## src/rtl/icache_pkg.sv

```systemverilog
// Shared types and tree-PLRU helpers for the N-way i-cache controller.
// The tree is stored as up to 3 bits: bit0 = root, bit1 = left pair, bit2 = right pair.
package icache_pkg;

    typedef enum logic [1:0] {
        CHECK   = 2'd0,
        REFILL  = 2'd1,
        INSTALL = 2'd2,
        INVAL   = 2'd3
    } icache_state_t;

    localparam int PLRU_MAX_W = 3;

    // Follow the pointers from the root; a 0 bit points to the left subtree.
    function automatic logic [1:0] plru_victim(input int ways, input logic [PLRU_MAX_W-1:0] bits);
        logic [1:0] v;
        if (ways == 2) begin
            v = {1'b0, bits[0]};
        end else if (!bits[0]) begin
            v = {1'b0, bits[1]};
        end else begin
            v = {1'b1, bits[2]};
        end
        return v;
    endfunction

    // Make every node on the path to 'way' point away from it.
    function automatic logic [PLRU_MAX_W-1:0] plru_touch(input int ways,
                                                         input logic [PLRU_MAX_W-1:0] bits,
                                                         input logic [1:0] way);
        logic [PLRU_MAX_W-1:0] b;
        b = bits;
        if (ways == 2) begin
            b[0] = ~way[0];
        end else begin
            b[0] = ~way[1];
            if (!way[1]) begin
                b[1] = ~way[0];
            end else begin
                b[2] = ~way[0];
            end
        end
        return b;
    endfunction

endpackage

```

## src/rtl/icache_plru.sv

```systemverilog
// Per-set tree-PLRU storage: one combinational victim read port, one touch port, one set-clear port.
module icache_plru
    import icache_pkg::*;
#(
    parameter int WAYS = 2,
    parameter int SETS = 8
) (
    input  logic                    clk_i,
    input  logic                    rst_ni,
    input  logic [$clog2(SETS)-1:0] rd_set_i,
    output logic [$clog2(WAYS)-1:0] victim_o,
    input  logic                    upd_en_i,
    input  logic [$clog2(SETS)-1:0] upd_set_i,
    input  logic [$clog2(WAYS)-1:0] upd_way_i,
    input  logic                    clr_en_i,
    input  logic [$clog2(SETS)-1:0] clr_set_i
);

    localparam int PW   = WAYS - 1;
    localparam int WIDX = $clog2(WAYS);

    logic [PW-1:0] plru_q [SETS];

    // Clear and touch never coincide in the controller; clear wins if they ever do.
    always_ff @(posedge clk_i or negedge rst_ni) begin
        if (!rst_ni) begin
            for (int s = 0; s < SETS; s++) begin
                plru_q[s] <= '0;
            end
        end else if (clr_en_i) begin
            plru_q[clr_set_i] <= '0;
        end else if (upd_en_i) begin
            plru_q[upd_set_i] <= PW'(plru_touch(WAYS, PLRU_MAX_W'(plru_q[upd_set_i]), 2'(upd_way_i)));
        end
    end

    assign victim_o = WIDX'(plru_victim(WAYS, PLRU_MAX_W'(plru_q[rd_set_i])));

endmodule

```

## src/rtl/icache_ctrl_nway.sv

```systemverilog
// N-way i-cache control FSM: hit/miss handling, multi-beat refill, install and full invalidate sweep.
// Optional ICACHE_PERF_EN adds saturating hit_count/miss_count outputs.
module icache_ctrl_nway
    import icache_pkg::*;
#(
    parameter int WAYS  = 2,
    parameter int SETS  = 8,
    parameter int BEATS = 4
) (
    input  logic                     clk,
    input  logic                     reset,
    input  logic                     mem_read,
    input  logic [$clog2(SETS)-1:0]  set_idx,
    input  logic [WAYS-1:0]          hit_way,
    output logic                     mem_resp,
    output logic                     pmem_read,
    input  logic                     pmem_resp,
    output logic [$clog2(BEATS)-1:0] beat,
    output logic [WAYS-1:0]          way_sel,
    output logic                     data_we,
    output logic                     tag_we,
    input  logic                     inval_req,
    output logic                     valid_clr,
    output logic [$clog2(SETS)-1:0]  inval_set,
    output logic                     inval_done,
    output logic [1:0]               dbg_state
`ifdef ICACHE_PERF_EN
    ,
    output logic [31:0]              hit_count,
    output logic [31:0]              miss_count
`endif
);

    localparam int SW   = $clog2(SETS);
    localparam int BW   = $clog2(BEATS);
    localparam int WIDX = $clog2(WAYS);

    icache_state_t   state_q, state_d;
    logic [BW-1:0]   beat_q, beat_d;
    logic [SW-1:0]   cnt_q, cnt_d;
    logic [SW-1:0]   set_q, set_d;
    logic [WIDX-1:0] victim_q, victim_d;
    logic            pend_q, pend_d;
    logic            rst_done_q;

    logic [WIDX-1:0] hit_idx;
    logic [WIDX-1:0] plru_victim_w;
    logic            hit;
    logic            upd_en;
    logic [SW-1:0]   upd_set;
    logic [WIDX-1:0] upd_way;
    logic            clr_en;

    // Multi-hit is a datapath fault; the lowest way index wins.
    always_comb begin
        hit_idx = '0;
        for (int i = WAYS - 1; i >= 0; i--) begin
            if (hit_way[i]) begin
                hit_idx = WIDX'(i);
            end
        end
    end
    assign hit = |hit_way;

    icache_plru #(
        .WAYS (WAYS),
        .SETS (SETS)
    ) u_plru (
        .clk_i     (clk),
        .rst_ni    (reset),
        .rd_set_i  (set_idx),
        .victim_o  (plru_victim_w),
        .upd_en_i  (upd_en),
        .upd_set_i (upd_set),
        .upd_way_i (upd_way),
        .clr_en_i  (clr_en),
        .clr_set_i (cnt_q)
    );

    always_ff @(posedge clk or negedge reset) begin
        if (!reset) begin
            state_q    <= CHECK;
            beat_q     <= '0;
            cnt_q      <= '0;
            set_q      <= '0;
            victim_q   <= '0;
            pend_q     <= 1'b0;
            rst_done_q <= 1'b0;
        end else begin
            state_q    <= state_d;
            beat_q     <= beat_d;
            cnt_q      <= cnt_d;
            set_q      <= set_d;
            victim_q   <= victim_d;
            pend_q     <= pend_d;
            rst_done_q <= 1'b1;
        end
    end

    // The FSM sits idle with every output low during the first cycle after reset release.
    always_comb begin
        state_d    = state_q;
        beat_d     = beat_q;
        cnt_d      = cnt_q;
        set_d      = set_q;
        victim_d   = victim_q;
        pend_d     = pend_q;
        mem_resp   = 1'b0;
        pmem_read  = 1'b0;
        way_sel    = '0;
        data_we    = 1'b0;
        tag_we     = 1'b0;
        valid_clr  = 1'b0;
        inval_done = 1'b0;
        upd_en     = 1'b0;
        upd_set    = set_q;
        upd_way    = victim_q;
        clr_en     = 1'b0;
        if (rst_done_q) begin
            unique case (state_q)
                CHECK: begin
                    if (inval_req || pend_q) begin
                        state_d = INVAL;
                    end else if (mem_read && hit) begin
                        mem_resp = 1'b1;
                        way_sel  = WAYS'(1) << hit_idx;
                        upd_en   = 1'b1;
                        upd_set  = set_idx;
                        upd_way  = hit_idx;
                    end else if (mem_read) begin
                        victim_d = plru_victim_w;
                        set_d    = set_idx;
                        state_d  = REFILL;
                    end
                end
                REFILL: begin
                    pmem_read = 1'b1;
                    way_sel   = WAYS'(1) << victim_q;
                    if (inval_req) begin
                        pend_d = 1'b1;
                    end
                    if (pmem_resp) begin
                        data_we = 1'b1;
                        beat_d  = beat_q + BW'(1);
                        if (beat_q == BW'(BEATS - 1)) begin
                            state_d = INSTALL;
                        end
                    end
                end
                INSTALL: begin
                    tag_we  = 1'b1;
                    way_sel = WAYS'(1) << victim_q;
                    upd_en  = 1'b1;
                    if (inval_req) begin
                        pend_d = 1'b1;
                    end
                    state_d = CHECK;
                end
                INVAL: begin
                    valid_clr = 1'b1;
                    clr_en    = 1'b1;
                    cnt_d     = cnt_q + SW'(1);
                    if (cnt_q == SW'(SETS - 1)) begin
                        inval_done = 1'b1;
                        pend_d     = 1'b0;
                        state_d    = CHECK;
                    end
                end
            endcase
        end
    end

    assign beat      = beat_q;
    assign inval_set = cnt_q;
    assign dbg_state = state_q;

`ifdef ICACHE_PERF_EN
    logic [31:0] hit_cnt_q, miss_cnt_q;
    logic        miss_ev;

    assign miss_ev = (state_q == CHECK) && (state_d == REFILL);

    always_ff @(posedge clk or negedge reset) begin
        if (!reset) begin
            hit_cnt_q  <= '0;
            miss_cnt_q <= '0;
        end else begin
            if (mem_resp && (hit_cnt_q != '1)) begin
                hit_cnt_q <= hit_cnt_q + 32'd1;
            end
            if (miss_ev && (miss_cnt_q != '1)) begin
                miss_cnt_q <= miss_cnt_q + 32'd1;
            end
        end
    end

    assign hit_count  = hit_cnt_q;
    assign miss_count = miss_cnt_q;
`endif

    a_hit_onehot: assert property (@(posedge clk) disable iff (!reset)
        (rst_done_q && (state_q == CHECK) && mem_read) |-> $onehot0(hit_way));

endmodule
```

## config.mk

```make
export PLATFORM = sky130hd
export DESIGN_NAME = icache_ctrl_nway
export DESIGN_NICKNAME = d
export VERILOG_FILES = /design/src/rtl/icache_pkg.sv /design/src/rtl/icache_plru.sv /design/src/rtl/icache_ctrl_nway.sv
export SDC_FILE = /design/constraint.sdc
export NUM_CORES = 1
export LEC_CHECK = 0
export BUFFER_PORTS_ARGS = -buffer_cell sky130_fd_sc_hd__buf_2
export CORE_ASPECT_RATIO = 1.2
export CORE_MARGIN = 5
export CORE_UTILIZATION = 57
export CTS_BUF_LIST = sky130_fd_sc_hd__clkbuf_4 sky130_fd_sc_hd__clkbuf_8
export DETAILED_ROUTE_END_ITERATION = 7
export GPL_ROUTABILITY_DRIVEN = 0
export PLACE_DENSITY_LB_ADDON = 0.05
export SLEW_MARGIN = 5
export SYNTH_ARGS = -nofsm -noshare
export SYNTH_HDL_FRONTEND = slang
export SYNTH_SLANG_ARGS = --single-unit
```

## constraint.sdc

```tcl
create_clock -name clk -period 3.3 [get_ports clk]
set_input_delay 0.165 -clock clk [delete_from_list [all_inputs] [get_ports clk]]
set_output_delay 0.165 -clock clk [all_outputs]
set_load 0.05 [all_outputs]
```

### Yosys cells after proc, flatten, opt, wreduce, memory -nomap -nowiden

Index checks and enable logic that the tools add are counted.

| word-level totals | value |
|---|---|
| output and inout bits | 15 |
| register bits | 21 |

| operators by class | value |
|---|---|
| bitwise operators | 8 |
| $add $sub $neg | 2 |
| multiplexer cells | 54 |
| reductions and logical operators | 14 |
| equality and inequality tests | 11 |
| $lt $le $gt $ge | 5 |
| shift operators | 2 |

Operators by type and width:

| cell | number |
|---|---|
| two-way mux 1 bit | 31 |
| two-way mux 2 bit | 9 |
| two-way mux 8 bit | 2 |
| greater-or-equal comparator 4 bit (second input constant) | 3 |
| two-way mux 3 bit | 4 |
| inverter 3 -> 4 bit | 3 |
| AND 8 bit | 1 |
| bitwise mux 8 bit | 1 |
| < comparator 4 x 1 -> 1 bit (second input constant) | 2 |
| inverter 8 bit | 1 |
| case mux 2 bit (4 select lines) | 1 |
| demux 1 bit (select 3 bit) | 2 |
| equality test 2 bit (second input constant) | 3 |
| != test 2 bit (second input constant) | 3 |
| != test 3 bit (second input constant) | 2 |
| AND reduction 6 bit | 1 |
| AND reduction 5 bit | 1 |
| case mux 1 bit (2 select lines) | 2 |
| case mux 2 bit (2 select lines) | 1 |
| AND reduction 4 bit | 1 |
| nonzero test 2 bit | 2 |
| OR reduction 2 bit | 2 |
| left shift 1 x 1 -> 2 bit (first input constant) | 2 |
| adder 3 x 1 -> 3 bit (second input constant) | 1 |
| other kinds (11) | 15 |

### Longest topological paths before layout

Gate-level depths: netlist (run 1).

| depth | value |
|---|---|
| word-level depth | 14 |
| mapped depth | 7 |

### By module

From an unflattened synthesis (run 1), not the netlist that was laid out.

| second synthesis, totals | value |
|---|---|
| cells, all modules | 118 |
| area, all modules | 1340.0 µm² |

Modules (own cells, without submodules):

| module | instances | seq. area each (µm²) | area an instance (µm²) | cells each |
|---|---|---|---|---|
| icache_ctrl_nway | 1 | 325.3 | 809.5 | 71 |
| icache_plru | 1 | 200.2 | 530.5 | 47 |

### Worst setup path before layout (run 1)

No wires, ideal clock.

| path | value |
|---|---|
| path kind | flip-flop to output port |
| from | register state_q[1], in the netlist dbg_state[1] |
| to | output way_sel[0] |
| path slack | 978 ps |
| stages on the path, launching flop included | 6 |
| buffers on the path | 0 |
| data required time | 3135 ps |
| arrival | 2157 ps |
| cell sequence | dfrtp_1 -> inv_1 -> ha_1 -> or3b_4 -> a2bb2oi_1 -> nor2_1 |

| on the way | value |
|---|---|
| word-level cells in the longest chain between the ends | 4 |

RTL lines:

| element | line | RTL |
|---|---|---|
| from (decl) | icache_ctrl_nway.sv:38 | `icache_state_t state_q, state_d;` |
| from (signal assigned) | icache_ctrl_nway.sv:90 | `state_q <= state_d;` |
| equality test 2 bit / equality test 2 x 1 -> 1 bit (equally long branches) | icache_ctrl_nway.sv:120 | `unique case (state_q)` |
| OR reduction 2 bit (no line) | -- |  |
| case mux 2 bit (2 select lines) (*) | icache_ctrl_nway.sv:120 |  |
| two-way mux 2 bit (*) | icache_ctrl_nway.sv:119 | `if (rst_done_q) begin` |
| to (decl) | icache_ctrl_nway.sv:19 | `output logic [WAYS-1:0] way_sel,` |

Every way passes the cells marked *; elsewhere a longest branch is shown, timed or not.

### Worst setup path in the final report (run 1)

Ends and elaborated chain as after synthesis.

==> results of run 1 <==
[layer usage]
layer,vias to the layer above,track usage,share of wire
li1,648,-,-
met1,672,0.269,0.42
met2,43,0.369,0.50
met3,11,0.0170,0.049
met4,0,0.0957,0.027
met5,-,0,0
[cells in the mapped netlist (3+ instances only)]
cell	n	area, um2
dfrtp_1	21	526
nand2_1	15	56.3
nor2_1	9	33.8
ha_1	8	100
nand2b_1	7	43.8
o21ai_0	7	35.0
nor3_1	6	30.0
a22oi_1	5	37.5
inv_1	5	18.8
and2_1	4	25.0
mux2_1	4	45.0
mux2i_1	4	40.0
o221ai_1	4	35.0
o22ai_1	4	25.0
a2bb2oi_1	3	26.3
buf_4	3	22.5
clkbuf_1	3	11.3
mux2_2	3	33.8
nand3b_1	3	22.5
nor3b_1	3	22.5
o32ai_2	3	48.8
[worst max path at each step]
stage / to / cells after the start
2_1_floorplan: way_sel[0] / 5
3_3_place_gp: dbg_state[0] / 5
3_5_place_dp: dbg_state[0] / 5
4_1_cts: way_sel[0] / 6
5_1_grt: way_sel[0] / 6
6_report: way_sel[0] / 6
[state kept, by name, summed over array words and instances, names as in the netlist]
signal         cells
inval_set          3
set_q              3
pend_q             1
beat               2
dbg_state          2
victim_q           1
rst_done_q         1
u_plru.plru_q      8
[cells by family (layout without fill, tap and decap cells)]
group	count (synthesis)	count (layout)	synth area share
xor+xnor	2	2	0.0109
flops	21	21	0.328
mux	13	13	0.102
simple gates	67	67	0.255
fa+ha+maj	8	8	0.0625
other cells	1	1	0.00234
compound gates	37	37	0.198
buf+inv	13	35	0.0398
[metrics by stage]
stage          cells  hold slack, ns  worst slack, ns
2_1_floorplan    162          -0.131            0.978
3_3_place_gp     213           0.150             1.44
3_5_place_dp     213           0.162             1.40
4_1_cts          218           0.214             1.09
5_1_grt          218           0.250            0.997
6_report         218           0.210             1.10
[worst max-delay path: cells and delay by family, from the launching register on]
kind                     cells  cell delay [ns]
AND/OR/NAND/NOR              2             0.52
flip-flops                   1             0.44
buffers and inverters        2             0.40
adder cells (fa/ha/maj)      1             0.20
AO/OA/AOI/OAI                1             0.16
[power by group through the flow]
stage	clock network [mW]	registers [mW]	logic (mW)
2_1_floorplan	0	0.537	0.405
3_3_place_gp	0	0.397	0.693
3_5_place_dp	0	0.403	0.704
4_1_cts	0.140	0.397	0.707
5_1_grt	0.150	0.413	0.757
6_report	0.138	0.398	0.704
[layout make-up]
cell class	instances	area, um2
inverter	6	22.5
clock buffer	3	22.5
tap	34	42.5
clock inverter	1	7.51
fill	233	996
sequential	21	526
timing repair buffer	25	130
multi-input combinational	128	1010
==> results.yml, run 1 <==
sta:
  period_minus_slack_ns: 2.20
  slew_headroom: 0.626
  drv_slew: 0
  rsz0062_at_grt: "no"
  skew_ns: 0.00788
  period_share: 0.666
  tns_ns: 0
  tightestPinTransition_ns: 0.561
  clock.fmax_mhz: 455
  setup_viol_count_final: 0
  hold_viol: 0
setup_path:
  worstPathRequired_ns: 3.13
  r2r_slack_ns: 1.36
  r2r-start: "dbg_state[1]"
  cp-startpoint: "dbg_state[1]"
  startpoint_type: "flip-flop"
  reg2reg_to: "u_plru.plru_q[3]"
  endpoint_kind: "output port"
  criticalPathCategory: "reg2out"
  worstPathArrival_ns: 2.03
  cp_cell_sequence: "inv_1 -> ha_1 -> or3b_4 -> a2bb2oi_1 -> nor2_1 -> buf_2"
  critPathMaxFanout: 5
  ff2ff_path_depth: 6
  critPathSlowestCell: "dfrtp_1"
  critical-path-max-stage-delay_ns: 0.44
clocking:
  cts-htree-levels: 1
  cts.sinks: 21
  cts_buffers: 3
  cts_setup_buffers: 0
  cts_max_path_buffers: 2
  postCtsHoldBufs: 1
  cts_tree: "yes"
  root_buffer: "clkbuf_4"
  clk_latency_ns: 0.33
  clkSlewWorstSetupHoldPaths_ns: 0.14
  cts_resized: 0
floorplan:
  dieArea_um2: 3970
  rows: 21
  io_pins: 25
  coreArea_um2: 2760
  initial_utilization: 0.580
  die_w_um: 58.4
  die_h_um: 68.1
outcome:
  status: "complete, no violations"
detailed_routing:
  drcViolationCount: 0
  first_pass_iters: 4
  viasPerCell: 6.30
  wl_mm: 3.81
  drt.antenna.violating_nets: 0
  dr.first_iter.drc_count: 82
  vias: 1374
  post_drt_wl_per_cell_um: 17.5
synthesis:
  synth_ff_type: "dfrtp_1"
  ys_seq_area_frac: 0.328
  yosysWarnings: 0
  synth_seq_cells: 21
  synth_cell_types: 52
  syn_inst: 162
  avgSynthCellArea_um2: 9.89
  synth_area_um2: 1600
  synthArstFlopShare: 1.00
  synth_edf_count: 0
  syn-num-nets: 180
grt:
  grt_max_degree: 22
  grt_antenna_before_repair: 0
  grt_pass1_wl_mm: 6.42
  overflow: 0
  grt_pass1_vias: 1337
  grt.total_usage: 0.213
finish:
  final_cell_mix: "buf_2, dfrtp_1, nand2_1"
  final_common_cell: "buf_2"
  fin_util: 0.639
  diodes: 0
  fin_area_um2: 1760
  final_nets: 203
  drive_gt1_frac: 0.272
  areaGrowthSynthToFinish_pct: 10.1
power:
  intPower_mw: 0.612
  switching_share: 0.506
  powerDensity_nw_per_um2: 704
  p_comb_frac: 0.567
  report.power.total_mw: 1.24
  power.leakage_nw: 0.755
  power.switching_mw: 0.628
  ir_worst_vdd_v: 0.000479
  pwr-share-seq: 0.321
  p_clk_frac: 0.112
hold_path:
  hold_start: "inval_req"
  hold_end: "pend_q"
  hold_path.class: "in2reg"
  holdPathStages: 4
job:
  cap_violations: 0
placement:
  post_dp_cell_area_um2: 1720
  dp_hpwl_mm: 2.90
  io_buffers: 24
Note: power is estimated with default switching activity, not from simulation.
==> inputs of run 2 (changes only) <==
ABC_AREA = 1   (was unset)
clock period = 2.09 ns   (was 3.3 ns; I/O delays follow)
==> run 2 against run 1 <==
Compared with the run above:
- first-iteration DRC count decreased by 13%
- die area decreased by 3.6%
- clock power increased by 54%
- largest power group unchanged
- utilization increased by 4.2 points
- non-clock buffer count increased by 1
- count of clock-buffer cells in the layout increased by 1
- critical endpoint is now way_sel[1]
- sequential share of layout area increased by 0.55 points
- highest routed layer unchanged
- critical path type unchanged
- sequential power increased by 89%
- worst hold slack got worse by 0.15 ns
- clock skew decreased by 0.0046 ns
==> results.yml, run 2 <==
detailed_routing:
  first_pass_iters: 4
  post_drt_wl_per_cell_um: 13.0
  vias: 1496
  drt.antenna.violating_nets: 0
  viasPerCell: 5.40
  wl_mm: 3.61
  drcViolationCount: 0
  dr.first_iter.drc_count: 71
synthesis:
  avgSynthCellArea_um2: 7.10
  synth_xor_area_frac: 0.0114
  synth_compound_area_frac: 0.155
  syn-num-nets: 234
  synth_top_family_by_area: "simple AND/OR/NAND/NOR gates"
  synth_seq_cells: 21
  synthMuxAreaShare: 0
  synth_cell_types: 28
  yosysTopAreaCell: "dfrtp_1"
  yosys.area.top_type_share: 0.343
  synth_area_um2: 1530
  synthSimpleGateAreaFrac: 0.337
  ys_seq_area_frac: 0.343
  synthArstFlopShare: 1.00
  yosysWarnings: 0
  synth_fa_ha_area_frac: 0.0653
  syn_inst: 216
  synth_edf_count: 0
  synthTopCellsByCount: "nand2_1, inv_1, dfrtp_1, o21ai_0"
  synth_ff_type: "dfrtp_1"
  synth_area_leaders: "dfrtp_1, nand2_1, inv_1"
  synth.most_common_cell: "nand2_1"
sta:
  drv_slew: 0
  clock.fmax_mhz: 508
  rsz0062_at_grt: "no"
  skew_ns: 0.00325
  setup_viol_count_final: 0
  period_share: 0.942
  hold_viol: 0
  period_minus_slack_ns: 1.97
  setup_slack_ns: 0.122
  tns_ns: 0
setup_path:
  critical-path-max-stage-delay_ns: 0.45
  criticalPathCategory: "reg2out"
  cp_top_family: "flip-flops"
  cp_cell_sequence: "inv_1 -> ha_1 -> nand2_1 -> nor3_1 -> a21oi_1 -> nor3_2 -> clkbuf_4"
  endpoint_kind: "output port"
  startpoint_type: "flip-flop"
  worstPathRequired_ns: 1.99
  critPathSlowestCell: "dfrtp_2"
  worstPathArrival_ns: 1.86
  crit_buf_inv: 2
  critPathMaxFanout: 4
floorplan:
  coreArea_um2: 2550
  initial_utilization: 0.601
  rows: 20
  dieArea_um2: 3830
  die_w_um: 57.4
  die_h_um: 66.8
  io_pins: 25
grt:
  grt_antenna_before_repair: 0
  grt_pass1_wl_mm: 6.07
  use_met3: 0.0329
  grt.total_usage: 0.201
  grtUsageMet2: 0.363
  busiest_layer: "met2"
  grt_max_degree: 22
  overflow: 0
  grt_pass1_vias: 1422
  use_met1: 0.239
finish:
  final_cell_mix: "nand2_1, inv_1, buf_2"
  final_common_cell: "nand2_1"
  top_register: "u_plru.plru_q"
  largest_reg_flops: 8
  diodes: 0
  final_nets: 263
  instances_no_fill: 277
  areaGrowthSynthToFinish_pct: 13.4
  n_fill_cell: 249
  drive_gt1_frac: 0.197
clocking:
  cts_tree: "yes"
  cts_buffers: 3
  cts_max_path_buffers: 2
  root_buffer: "clkbuf_4"
  cts.sinks: 21
  cts_setup_buffers: 0
  clkSlewWorstSetupHoldPaths_ns: 0.12
  clk_latency_ns: 0.31
  cts-htree-levels: 1
placement:
  dpl_worst_slack_ns: 0.268
  dpl.cell_count: 272
  io_buffers: 24
  dp_hpwl_mm: 2.85
hold_path:
  hold_path.class: "in2reg"
power:
  powerDensity_nw_per_um2: 1420
  power.leakage_nw: 0.956
  ir_worst_vdd_v: 0.00119
  report.power.total_mw: 2.46
job:
  cap_violations: 0
outcome:
  status: "complete, no violations"
-- run 2: report_power, final --
| group | internal [mW] | switching, mW | total [mW] |
|---|---|---|---|
| sequential | 0.587 | 0.164 | 0.751 |
| clock | 0.0875 | 0.124 | 0.212 |
| combinational | 0.436 | 1.06 | 1.50 |
| total | 1.11 | 1.35 | 2.46 |
-- run 2: layer usage --
| layer | up-vias | routed length, um |
|---|---|---|
| li1 | 757 | - |
| met1 | 677 | 1530 |
| met2 | 56 | 1800 |
| met3 | 6 | 235 |
| met4 | 0 | 42 |
| met5 | - | 0 |
-- run 2: logic make-up after synthesis --
logic type                 after synthesis
xor gates and xnor gates                 2
buffers and inverters                   33
other                                    1
adders and majority gates                8
DFF                                     21
AOI/OAI and AO/OA                       38
and+or+nand+nor                        113
-- run 2: through the flow --
step                 util  area [um2]  hold WS (ns)
detailed placement  0.665        1700        0.0953
global placement    0.665        1700        0.0922
global route        0.681        1740        0.0741
finish              0.681        1740        0.0621
CTS                 0.680        1740        0.0524
floorplan               -        1540        -0.191
-- run 2: what timing repair did --
item | CTS | global route
endpoints found under the setup margin | 0 | 1
resized for setup | 0 | 1
endpoints found under the hold margin | 21 | 0
hold buffers | 1 | 0
-- run 2: cell type report --
cell class              instances  area, um2  share of cell area
flip-flops and latches         21        528               0.304
multi-input cells             162        883               0.508
repair buffers                 26        140              0.0806
well taps                      33       41.3              0.0237
inverters                      31        116              0.0669
clock buffers                   4       30.0              0.0173
-- run 2: path summary, 6_finish.rpt --
check                                 startpoint                to  slack [ns]  cells past startpoint
worst max-delay path                dbg_state[1]        way_sel[1]        0.12                      7
worst min-delay path                  set_idx[1]          set_q[1]        0.06                      3
worst max register to register      dbg_state[1]  u_plru.plru_q[4]        0.24                     11
worst min register to register  u_plru.plru_q[0]  u_plru.plru_q[0]        0.49                      2
max in group asynchronous                  reset      dbg_state[0]        1.45                      2
min in group asynchronous                  reset           beat[0]        0.27                      2
-- run 2: worst register-to-register path: stages (launching register included) --
cell	delay, ns
dfrtp_2	0.45
inv_1	0.13
ha_1	0.24
nand3_4	0.17
nor2_4	0.21
nand2_1	0.07
nand2_1	0.16
nand3_1	0.10
nand2_1	0.07
nand2_1	0.05
nand2_1	0.05
nand2_1	0.05
